`config.mk`:
```
export PLATFORM = sky130hd
export DESIGN_NAME = nes_pad_reader
export DESIGN_NICKNAME = d
export VERILOG_FILES = /design/src/rtl/nes_pad_reader_pkg.sv /design/src/rtl/nes_pad_reader_sync_2ff.sv /design/src/rtl/nes_pad_reader.sv
export SDC_FILE = /design/constraint.sdc
export NUM_CORES = 1
export LEC_CHECK = 0
export ABC_AREA = 1
export BUFFER_PORTS_ARGS = -buffer_cell sky130_fd_sc_hd__buf_4
export CAP_MARGIN = 5
export CORE_ASPECT_RATIO = 1.5
export CORE_MARGIN = 2
export CORE_UTILIZATION = 40
export DETAILED_ROUTE_END_ITERATION = 16
export PLACE_DENSITY = 0.55
export SYNTH_ARGS = -nofsm -noshare
export SYNTH_HDL_FRONTEND = slang
export SYNTH_SLANG_ARGS = --single-unit
```
`constraint.sdc`:
```
create_clock -name clk -period 2.6 [get_ports clk]
set_input_delay 0.13 -clock clk [delete_from_list [all_inputs] [get_ports clk]]
set_output_delay 0.13 -clock clk [all_outputs]
set_load 0.02 [all_outputs]
```
`src/rtl/nes_pad_reader_pkg.sv`:
```
// Shared definitions for the NES controller reader: button bit positions,
// reader FSM states and serial frame length.
package ControllerPkg;
  localparam int PAD_BITS  = 8;

  localparam int BTN_A      = 0;
  localparam int BTN_B      = 1;
  localparam int BTN_SELECT = 2;
  localparam int BTN_START  = 3;
  localparam int BTN_UP     = 4;
  localparam int BTN_DOWN   = 5;
  localparam int BTN_LEFT   = 6;
  localparam int BTN_RIGHT  = 7;

  typedef enum logic [2:0] {
    IDLE   = 3'd0,
    LATCH  = 3'd1,
    WAIT0  = 3'd2,
    CLK_LO = 3'd3,
    CLK_HI = 3'd4,
    DONE   = 3'd5
  } pad_state_t;
endpackage

```
`src/rtl/nes_pad_reader_sync_2ff.sv`:
```
// Two-flop synchronizer for the pad serial line; resets to 1 (idle/pulled-up).
module sync_2ff (
  input  logic clk,
  input  logic rst_n,
  input  logic d,
  output logic q
);
  logic meta_q, sync_q;

  always_ff @(posedge clk or negedge rst_n) begin
    if (!rst_n) begin
      meta_q <= 1'b1;
      sync_q <= 1'b1;
    end else begin
      meta_q <= d;
      sync_q <= meta_q;
    end
  end

  assign q = sync_q;
endmodule

```
`src/rtl/nes_pad_reader.sv`:
```
// Console-side NES pad reader: latches the pad's 4021, clocks out 8 bits,
// and presents them as an active-high button byte with a valid pulse.
module nes_pad_reader
  import ControllerPkg::*;
#(
  parameter int HALF_CYC      = 150,
  parameter int POLL_INTERVAL = 416667
) (
  input  logic       clk,
  input  logic       rst_n,
  input  logic       poll_req,
  input  logic       auto_en,
  output logic       pad_latch,
  output logic       pad_clk,
  input  logic       pad_data,
  output logic [7:0] buttons,
  output logic       valid,
  output logic       busy
);
  localparam int PW = $clog2(2*HALF_CYC);
  localparam int IW = $clog2(POLL_INTERVAL);
  localparam logic [PW-1:0] LATCH_LAST = PW'(2*HALF_CYC-1);
  localparam logic [PW-1:0] HALF_LAST  = PW'(HALF_CYC-1);
  localparam logic [IW-1:0] IVL_LAST   = IW'(POLL_INTERVAL-1);
  localparam logic [2:0]    LAST_BIT   = 3'(PAD_BITS-1);

  pad_state_t    state_q, state_d;
  logic [PW-1:0] phase_q, phase_d;
  logic [IW-1:0] ivl_q, ivl_d;
  logic [2:0]    bit_q, bit_d;
  logic [7:0]    sr_q, sr_d;
  logic [7:0]    btn_q, btn_d;
  logic          latch_q, latch_d;
  logic          pclk_q, pclk_d;
  logic          valid_q, valid_d;
  logic          busy_q, busy_d;
  logic          data_s, auto_tick, sample;

  sync_2ff u_sync (
    .clk   (clk),
    .rst_n (rst_n),
    .d     (pad_data),
    .q     (data_s)
  );

  always_comb begin
    state_d   = state_q;
    phase_d   = phase_q + 1'b1;
    bit_d     = bit_q;
    sr_d      = sr_q;
    sample    = 1'b0;
    auto_tick = auto_en && (ivl_q == IVL_LAST);

    if (!auto_en || auto_tick) ivl_d = '0;
    else                       ivl_d = ivl_q + 1'b1;

    case (state_q)
      IDLE: begin
        phase_d = '0;
        if (poll_req || auto_tick) begin
          state_d = LATCH;
          bit_d   = '0;
        end
      end
      LATCH: if (phase_q == LATCH_LAST) begin
        state_d = WAIT0;
        phase_d = '0;
      end
      WAIT0: if (phase_q == HALF_LAST) begin
        sample  = 1'b1;
        state_d = CLK_LO;
        phase_d = '0;
      end
      CLK_LO: if (phase_q == HALF_LAST) begin
        state_d = CLK_HI;
        phase_d = '0;
      end
      CLK_HI: if (phase_q == HALF_LAST) begin
        sample  = 1'b1;
        phase_d = '0;
        state_d = (bit_q == LAST_BIT) ? DONE : CLK_LO;
      end
      DONE: begin
        state_d = IDLE;
        phase_d = '0;
      end
      default: begin
        state_d = IDLE;
        phase_d = '0;
      end
    endcase

    // pad line is active-low; store pressed as 1
    if (sample) begin
      sr_d[bit_q] = ~data_s;
      bit_d       = bit_q + 1'b1;
    end

    // outputs follow the next state so they line up with it cycle-for-cycle
    latch_d = (state_d == LATCH);
    pclk_d  = (state_d != CLK_LO);
    busy_d  = (state_d != IDLE);
    valid_d = (state_d == DONE);
    btn_d   = valid_d ? sr_d : btn_q;
  end

  always_ff @(posedge clk or negedge rst_n) begin
    if (!rst_n) begin
      state_q <= IDLE;
      phase_q <= '0;
      ivl_q   <= '0;
      bit_q   <= '0;
      sr_q    <= '0;
      btn_q   <= '0;
      latch_q <= 1'b0;
      pclk_q  <= 1'b1;
      valid_q <= 1'b0;
      busy_q  <= 1'b0;
    end else begin
      state_q <= state_d;
      phase_q <= phase_d;
      ivl_q   <= ivl_d;
      bit_q   <= bit_d;
      sr_q    <= sr_d;
      btn_q   <= btn_d;
      latch_q <= latch_d;
      pclk_q  <= pclk_d;
      valid_q <= valid_d;
      busy_q  <= busy_d;
    end
  end

  assign pad_latch = latch_q;
  assign pad_clk   = pclk_q;
  assign buttons   = btn_q;
  assign valid     = valid_q;
  assign busy      = busy_q;
endmodule

```
==> metrics list, run 1 <==
* Result of the run: finished clean
* Upper clock frequency limit: 0.526 GHz
* Total Wirelength: 6.31 mm
* Data required time of the critical path: 2.81 ns
- The worst setup path is launched from a flop.
- In this run the cell area of the synthesized design comes to 0.00294 mm².
- Arrival @ worst endpoint: 2.11 ns
- Critical path capture point type: flop
- Fraction of final layout cells sized beyond drive strength 1: 0.173
- Port buffering added 16 buffers.
- The worst pin sits at a relative slew slack of 0.524.
- In the synthesized netlist, the cells that appear most often are sky130_fd_sc_hd__nand2_1, sky130_fd_sc_hd__dfrtp_1, sky130_fd_sc_hd__nor2_1.
- For this run, the number of Yosys warnings is 0.
- Floorplan Core Area: 0.00718 mm²
* Core Rows: 38
- Area of the die: 0.00807 mm²
* Final Setup Violations: 0
* Post-synth net total: 363
* Relative area change from synthesis to final layout: 10.3%
* Slew at the pin closest to its max-slew limit: 0.714 ns
* Cell leakage power: 1.54 nW
* Number of antenna violations at the first check in global routing: 0
- Detailed placement ended at an HPWL of 4.72 mm.
* Final min period: 1.90 ns
- TritonCTS built the clock tree.
- The sequential cells in the finished layout cover a total of 0.00141 mm².
- By area the synthesized netlist is led by sky130_fd_sc_hd__dfrtp_1, sky130_fd_sc_hd__nand2_1, sky130_fd_sc_hd__nor2_1.
- The multi-input combinational cells in the finished layout cover a total of 0.00135 mm².
- After synthesis, the netlist uses 35 different library cells.
- Num CTS Buffers: 5
* Synth Area per Inst: 8.35 µm²
* Clock tree sinks: 56
* Post-detailed-route count of antenna-violating nets: 0
- Of the post-synthesis cell area, the dominant cell type holds 0.451.
- For this run, the detailed router's first-pass iteration total came to 4.
- Category of the critical setup timing path: flop to flop
- Remaining design rule violation count: 0
* Cell area power density: 433 mW/mm²
* WL/cell: 13.4 µm
- Post-synth EDFFs: 0
* Post-synthesis register bit count: 56
- Top-level I/O count: 17
* Initial cell density of the core: 0.410
* Cells after DPL: 461
* Clk buf depth: 2
- Of all nets on the critical path, the largest fanout is 12.
- Entering global routing, the biggest net connects 57 pins.
- In this run the vertical extent of the chip is 109 µm.
* Final hold violation count: 0
- Clock-pin slew was measured on the worst setup and hold paths at 0.10 ns.
* Final layout net count: 381
- In the routed layout, each cell is associated on average with a via count of 4.86.
- For this run, the leading register cell type out of synthesis is sky130_fd_sc_hd__dfrtp_1.
- Hold-fix buffers at CTS: 2
* First-pass GRT wire length: 10.8 mm
- Power, Total: 1.41 mW
- GP Congestion: 0.843
- The die is 74.0 µm wide.
* Most common cell in the netlist: sky130_fd_sc_hd__nand2_1
- Of the synthesized area, sequential elements account for 0.478.
- Final max-slew violation count: 0
* Worst vdd ir: 0.000271 V
- Of all flip-flops after synthesis, the portion carrying an async set or reset was 1.00.
- Hold/Removal Path Class: input pin to flop
- Overflow left after global routing: 0
- The clock arrives with 0.0119 ns of skew.
- For the final routed database, the setup TNS stands at 0 ns.
- For this block, the via count after detailed routing is 2289.
- Synthesis produced 352 cells.
- Once the clock tree was built, the resizer swapped 0 gates to a different size.
- # diodes: 0
- Depth of the worst register-to-register path: 10
* Cell taking the most area after synthesis: sky130_fd_sc_hd__dfrtp_1
* Final worst path period share: 0.732
* Setup repair after global routing missed its margin: no
- CTS built an H-tree with a depth of 2.
- The later pin in the worst-skew pair is clocked with a latency of 0.31 ns.
- After filler insertion, the fill cell instance count of the layout stands at 711.
- Number of buffers inserted to repair setup after CTS: 0
- The count of cells in the finished layout, fillers not included, comes to 471.
* GRT Resource Usage Total: 0.176
* Worst hold path cell count: 5
* Root buffer cell: sky130_fd_sc_hd__clkbuf_8
- Number of design-rule violations left by the first detailed-router iteration: 93
- The via count of the first global-routing pass was 2306.
* Number of violations of the max-capacitance limit: 0
-- kinds of logic after synthesis --
logic type,Yosys count,share of synthesized area
and+or+nand+nor,212,0.352
DFF,56,0.478
buffers and inverters,42,0.0643
AOI/OAI and AO/OA,24,0.0443
xor gates and xnor gates,12,0.0357
adders and majority gates,6,0.0255
-- cells in the final DEF (no fill, tap or decap), types with 2 or more instances in the layout --
master	instances
sky130_fd_sc_hd__nand2_1	93
sky130_fd_sc_hd__dfrtp_1	53
sky130_fd_sc_hd__nor2_1	36
sky130_fd_sc_hd__inv_1	25
sky130_fd_sc_hd__nand3_1	20
sky130_fd_sc_hd__buf_4	18
sky130_fd_sc_hd__nand4_1	16
sky130_fd_sc_hd__nand2_2	12
sky130_fd_sc_hd__nor3_1	12
sky130_fd_sc_hd__o21ai_0	9
sky130_fd_sc_hd__a21oi_1	8
sky130_fd_sc_hd__inv_2	7
sky130_fd_sc_hd__xor2_1	6
sky130_fd_sc_hd__xnor2_1	6
sky130_fd_sc_hd__nor2_2	6
sky130_fd_sc_hd__ha_1	6
sky130_fd_sc_hd__clkbuf_8	5
sky130_fd_sc_hd__nor3b_1	4
sky130_fd_sc_hd__nor3_4	3
sky130_fd_sc_hd__nand3_2	3
sky130_fd_sc_hd__dfstp_2	3
sky130_fd_sc_hd__a31oi_1	2
sky130_fd_sc_hd__nor4_1	2
sky130_fd_sc_hd__o21ai_1	2
sky130_fd_sc_hd__dlygate4sd3_1	2
-- power breakdown --
group          internal [mW]  total (mW)  switching, mW
registers              0.877       0.885        0.00814
clock network          0.192       0.480          0.288
logic                 0.0122      0.0408         0.0286
-- worst paths after layout --
check / startpoint / end / slack [ns]
worst min register to register: u_sync.meta_q / u_sync.q / 0.37
min in group asynchronous: rst_n / phase_q[3] / 0.41
worst min-delay path: poll_req / busy / 0.25
max in group asynchronous: rst_n / ivl_q[6] / 1.73
worst max register to register: state_q[1] / buttons[1] / 0.70
worst max-delay path: state_q[1] / buttons[1] / 0.70
-- metrics by stage --
step,util,hold slack (ns),setup slack [ns],cell area (µm²)
2_1_floorplan,-,-0.166,1.04,2940
3_3_place_gp,0.437,0.241,0.729,3140
3_5_place_dp,0.437,0.240,0.701,3140
4_1_cts,0.452,0.247,0.684,3240
5_1_grt,0.452,0.249,0.451,3240
6_report,0.452,0.247,0.698,3240
-- metal layers --
layer,GRT usage,up-vias,part of all wire
li1,-,1177,-
met1,0.195,1071,0.40
met2,0.325,27,0.55
met3,0.0259,14,0.018
met4,0.0740,0,0.029
met5,0,-,0
-- flip-flops by register name, indices dropped and copies added (netlist names) --
register and count:
u_sync.q 1, bit_q 3, sr_q 8, busy 1, phase_q 9, ivl_q 19
pad_latch 1, valid 1, buttons 8, u_sync.meta_q 1, pad_clk 1, state_q 3
-- worst max-delay path, cell delays in order (launching register included) --
cell and delay (ns):
sky130_fd_sc_hd__dfrtp_1 0.45, sky130_fd_sc_hd__nor2_1 0.12, sky130_fd_sc_hd__nand2_1 0.08, sky130_fd_sc_hd__nand2_1 0.32
sky130_fd_sc_hd__nand3_1 0.18, sky130_fd_sc_hd__nand2_1 0.11, sky130_fd_sc_hd__nor2_2 0.05, sky130_fd_sc_hd__nand2_2 0.19
sky130_fd_sc_hd__nand3_4 0.16, sky130_fd_sc_hd__nand2_1 0.09, sky130_fd_sc_hd__nand2_1 0.05
-- cell type report --
type | count | area share
timing repair buffer | 20 | 0.0478
sequential | 56 | 0.433
clock inverter | 2 | 0.00501
multi-input combinational | 254 | 0.415
clock buffer | 6 | 0.0224
inverter | 33 | 0.0382
tap | 100 | 0.0386
(Power assumes the default switching activity.)
==> run 2: changes to the inputs <==
==> constraint.sdc (replaced) <==
create_clock -name clk -period 1.8 [get_ports clk]
set_input_delay 0.09 -clock clk [delete_from_list [all_inputs] [get_ports clk]]
set_output_delay 0.09 -clock clk [all_outputs]
set_load 0.02 [all_outputs]
==> metrics list, run 2 (synthesis results as in run 1) <==
- TritonCTS clock tree: done
* GRT Resource Usage Total: 0.157
- Post-route clock skew: 0.0127 ns
* Critical-path cell list: inv_1 > ha_1 > nand2_2 > nor3_4 > nand2_2 > nand2_2 > inv_2 > nor2_4 > nand2_4 > buf_4 > nand4_1 > nand2_1
- Registers with the highest flip-flop counts: ivl_q: 19 flops, phase_q: 9 flops
- Detailed Routing Iterations Pass 1: 4
* Width of the chip: 74.0 µm
- Initial cell density of the core: 0.410
* Largest register by flop count: ivl_q
- Cell leakage power: 1.63 nW
- In this run the count of I/O pins placed on the die edge is 17.
- Category of the critical setup timing path: flop to flop
- Clk Latency, worst-skew pair: 0.31 ns
- The share of total power dissipated in sequential elements is 0.626.
- Routability-driven placement finished with a final weighted congestion of 0.843.
- Core Rows: 38
* H-tree depth reported by CTS: 2
- Slew at the pin closest to its max-slew limit: 0.700 ns
* Maximum single-stage delay on the critical path: 0.41 ns
- From synthesis to final layout, the design area changed by 16.8%.
* Filler Cells Inserted: 722
- The detail route stage leaves a number of antenna-violating nets equal to 0.
- The internal portion of the total power is 1.57 mW.
* Final min period: 1.69 ns
- The total area inside the core boundary comes to 0.00718 mm².
- Maximum number of pins on one net before global-route repair: 57
- The number of buffers and inverters on the critical path is 3.
- The worst setup path is captured at a flop.
* Result of the run: finished clean
* Switching Share: 0.232
* CP max FO: 5
- The total overflow left after global routing is 0.
- Final worst path period share: 0.940
* Data required time of the critical path: 2.01 ns
- Measured on the finished design, the core utilization comes to 0.478.
- Hold/Removal Path Class: input pin to flop
* Number of design-rule violations left by the first detailed-router iteration: 101
- Final HPWL DP: 4.22 mm
* Root buffer cell: sky130_fd_sc_hd__clkbuf_8
- Final layout net count: 398
* Most used cells in the layout excluding fill and tap cells: sky130_fd_sc_hd__nand2_1, sky130_fd_sc_hd__dfrtp_1, sky130_fd_sc_hd__nor2_1, sky130_fd_sc_hd__buf_4, sky130_fd_sc_hd__inv_1
* Category of cells accounting for the largest share of critical-path delay: simple AND/OR/NAND/NOR gates
* Die Y: 109 µm
- Final max-slew violation count: 0
- The startpoint identified for the worst hold timing path is poll_req.
- Worst vdd ir: 0.000298 V
- CP startpoint kind: flop
- The first global-routing pass estimated 9.85 mm of wire.
- The tool flagged a number of max-cap violations equal to 0.
- Relative contribution of the clock network to total power: 0.341
- In this run the worst setup path begins at phase_q[1].
- Upper clock frequency limit: 0.591 GHz
- Reg clk slew, reported paths: 0.11 ns
* Cell repeated most along the worst path: sky130_fd_sc_hd__nand2_2
- For this design the total switching power over the nets is 0.473 mW.
- Area of the die: 0.00807 mm²
* Max_slew headroom: 0.534
- After detailed routing, the number of vias per cell comes to 4.87.
* Flip-flop count of the largest register, all copies and words added: 19
- Number of antenna violations at the first check in global routing: 0
* Leading cell type in the layout, fill and taps excluded: sky130_fd_sc_hd__nand2_1
* Relative contribution of combinational cells to total power: 0.033
- Slowest stage cell on the critical path: sky130_fd_sc_hd__dfrtp_1
* Count of port buffers added during placement: 16
- Clk buf depth: 2
- Worst hold slack: 0.178 ns
* Startpoint of the most critical register-to-register path: phase_q[1]
- Final hold violation count: 0
* # diodes: 0
- Data arrives at the worst endpoint at 1.90 ns.
- The routed layout has 2375 vias.
- Remaining design rule violation count: 0
- Total Wirelength: 6.00 mm
- The via count of the first global-routing pass is 2243.
- TritonCTS created 5 clock buffers.
* Cell area power density: 595 mW/mm²
- Setup repair after global routing missed its margin: yes
- Of the cells placed in the final design, the portion with a size suffix greater than 1 is 0.222.
- Clock tree sinks: 56
* WL/cell: 12.3 µm
- Final Setup Violations: 0
## run 2: power by group through the flow
stage          registers (mW)  logic (mW)  clock network [mW]
2_1_floorplan            1.30      0.0189                   0
3_3_place_gp             1.30      0.0648                   0
3_5_place_dp             1.30      0.0649                   0
4_1_cts                  1.28      0.0686               0.740
5_1_grt                  1.28      0.0791               0.779
6_report                 1.28      0.0673               0.697
## run 2: routing by layer
layer / share of wire / global-route usage / vias to the layer above
met1: 0.46 / 0.205 / 1129
met4: 0.017 / 0.0571 / 0
li1: - / - / 1214
met5: 0 / 0 / -
met3: 0.031 / 0.0222 / 8
met2: 0.49 / 0.262 / 24
## run 2: metrics by stage
step | power, mW | area, µm² | setup WS (ns) | TNS, ns | instances
after floorplan | 1.32 | 2940 | 0.237 | 0 | 352
after global placement | 1.37 | 3240 | 0.120 | 0 | 473
after detailed placement | 1.37 | 3240 | 0.104 | 0 | 473
after CTS | 2.08 | 3350 | 0.0822 | 0 | 483
after global routing | 2.14 | 3430 | -0.0207 | -0.0301 | 488
final | 2.04 | 3430 | 0.108 | 0 | 488
## run 2: tightest hold or removal path: cells and delay by family
family / cells / cell delay [ns]
and+or+nand+nor: 3 / 0.25
buffers and inverters: 2 / 0.12
## run 2: final timing paths
path	endpoint	slack [ns]	cells after the start
worst max register to register	buttons[5]	0.11	12
max in group asynchronous	ivl_q[1]	0.94	2
worst min register to register	u_sync.q	0.36	0
min in group asynchronous	phase_q[7]	0.37	2
worst max-delay path	buttons[5]	0.11	12
worst min-delay path	busy	0.18	5
## run 2: timing repair
action	in CTS	in global routing
resized for setup	0	12
setup endpoints to repair	0	10
endpoints found under the hold margin	54	0
hold buffers	2	0
buffers inserted	0	3
## run 2: final cells by class
type                            count  area, µm²  share of cell area
Clock buffer                        6       72.6              0.0211
Clock inverter                      2       16.3             0.00474
Inverter                           33        124              0.0361
Multi-Input combinational cell    255       1390               0.406
Sequential cell                    56       1410               0.410
Tap cell                          100        125              0.0364
Timing Repair Buffer               36        295              0.0860
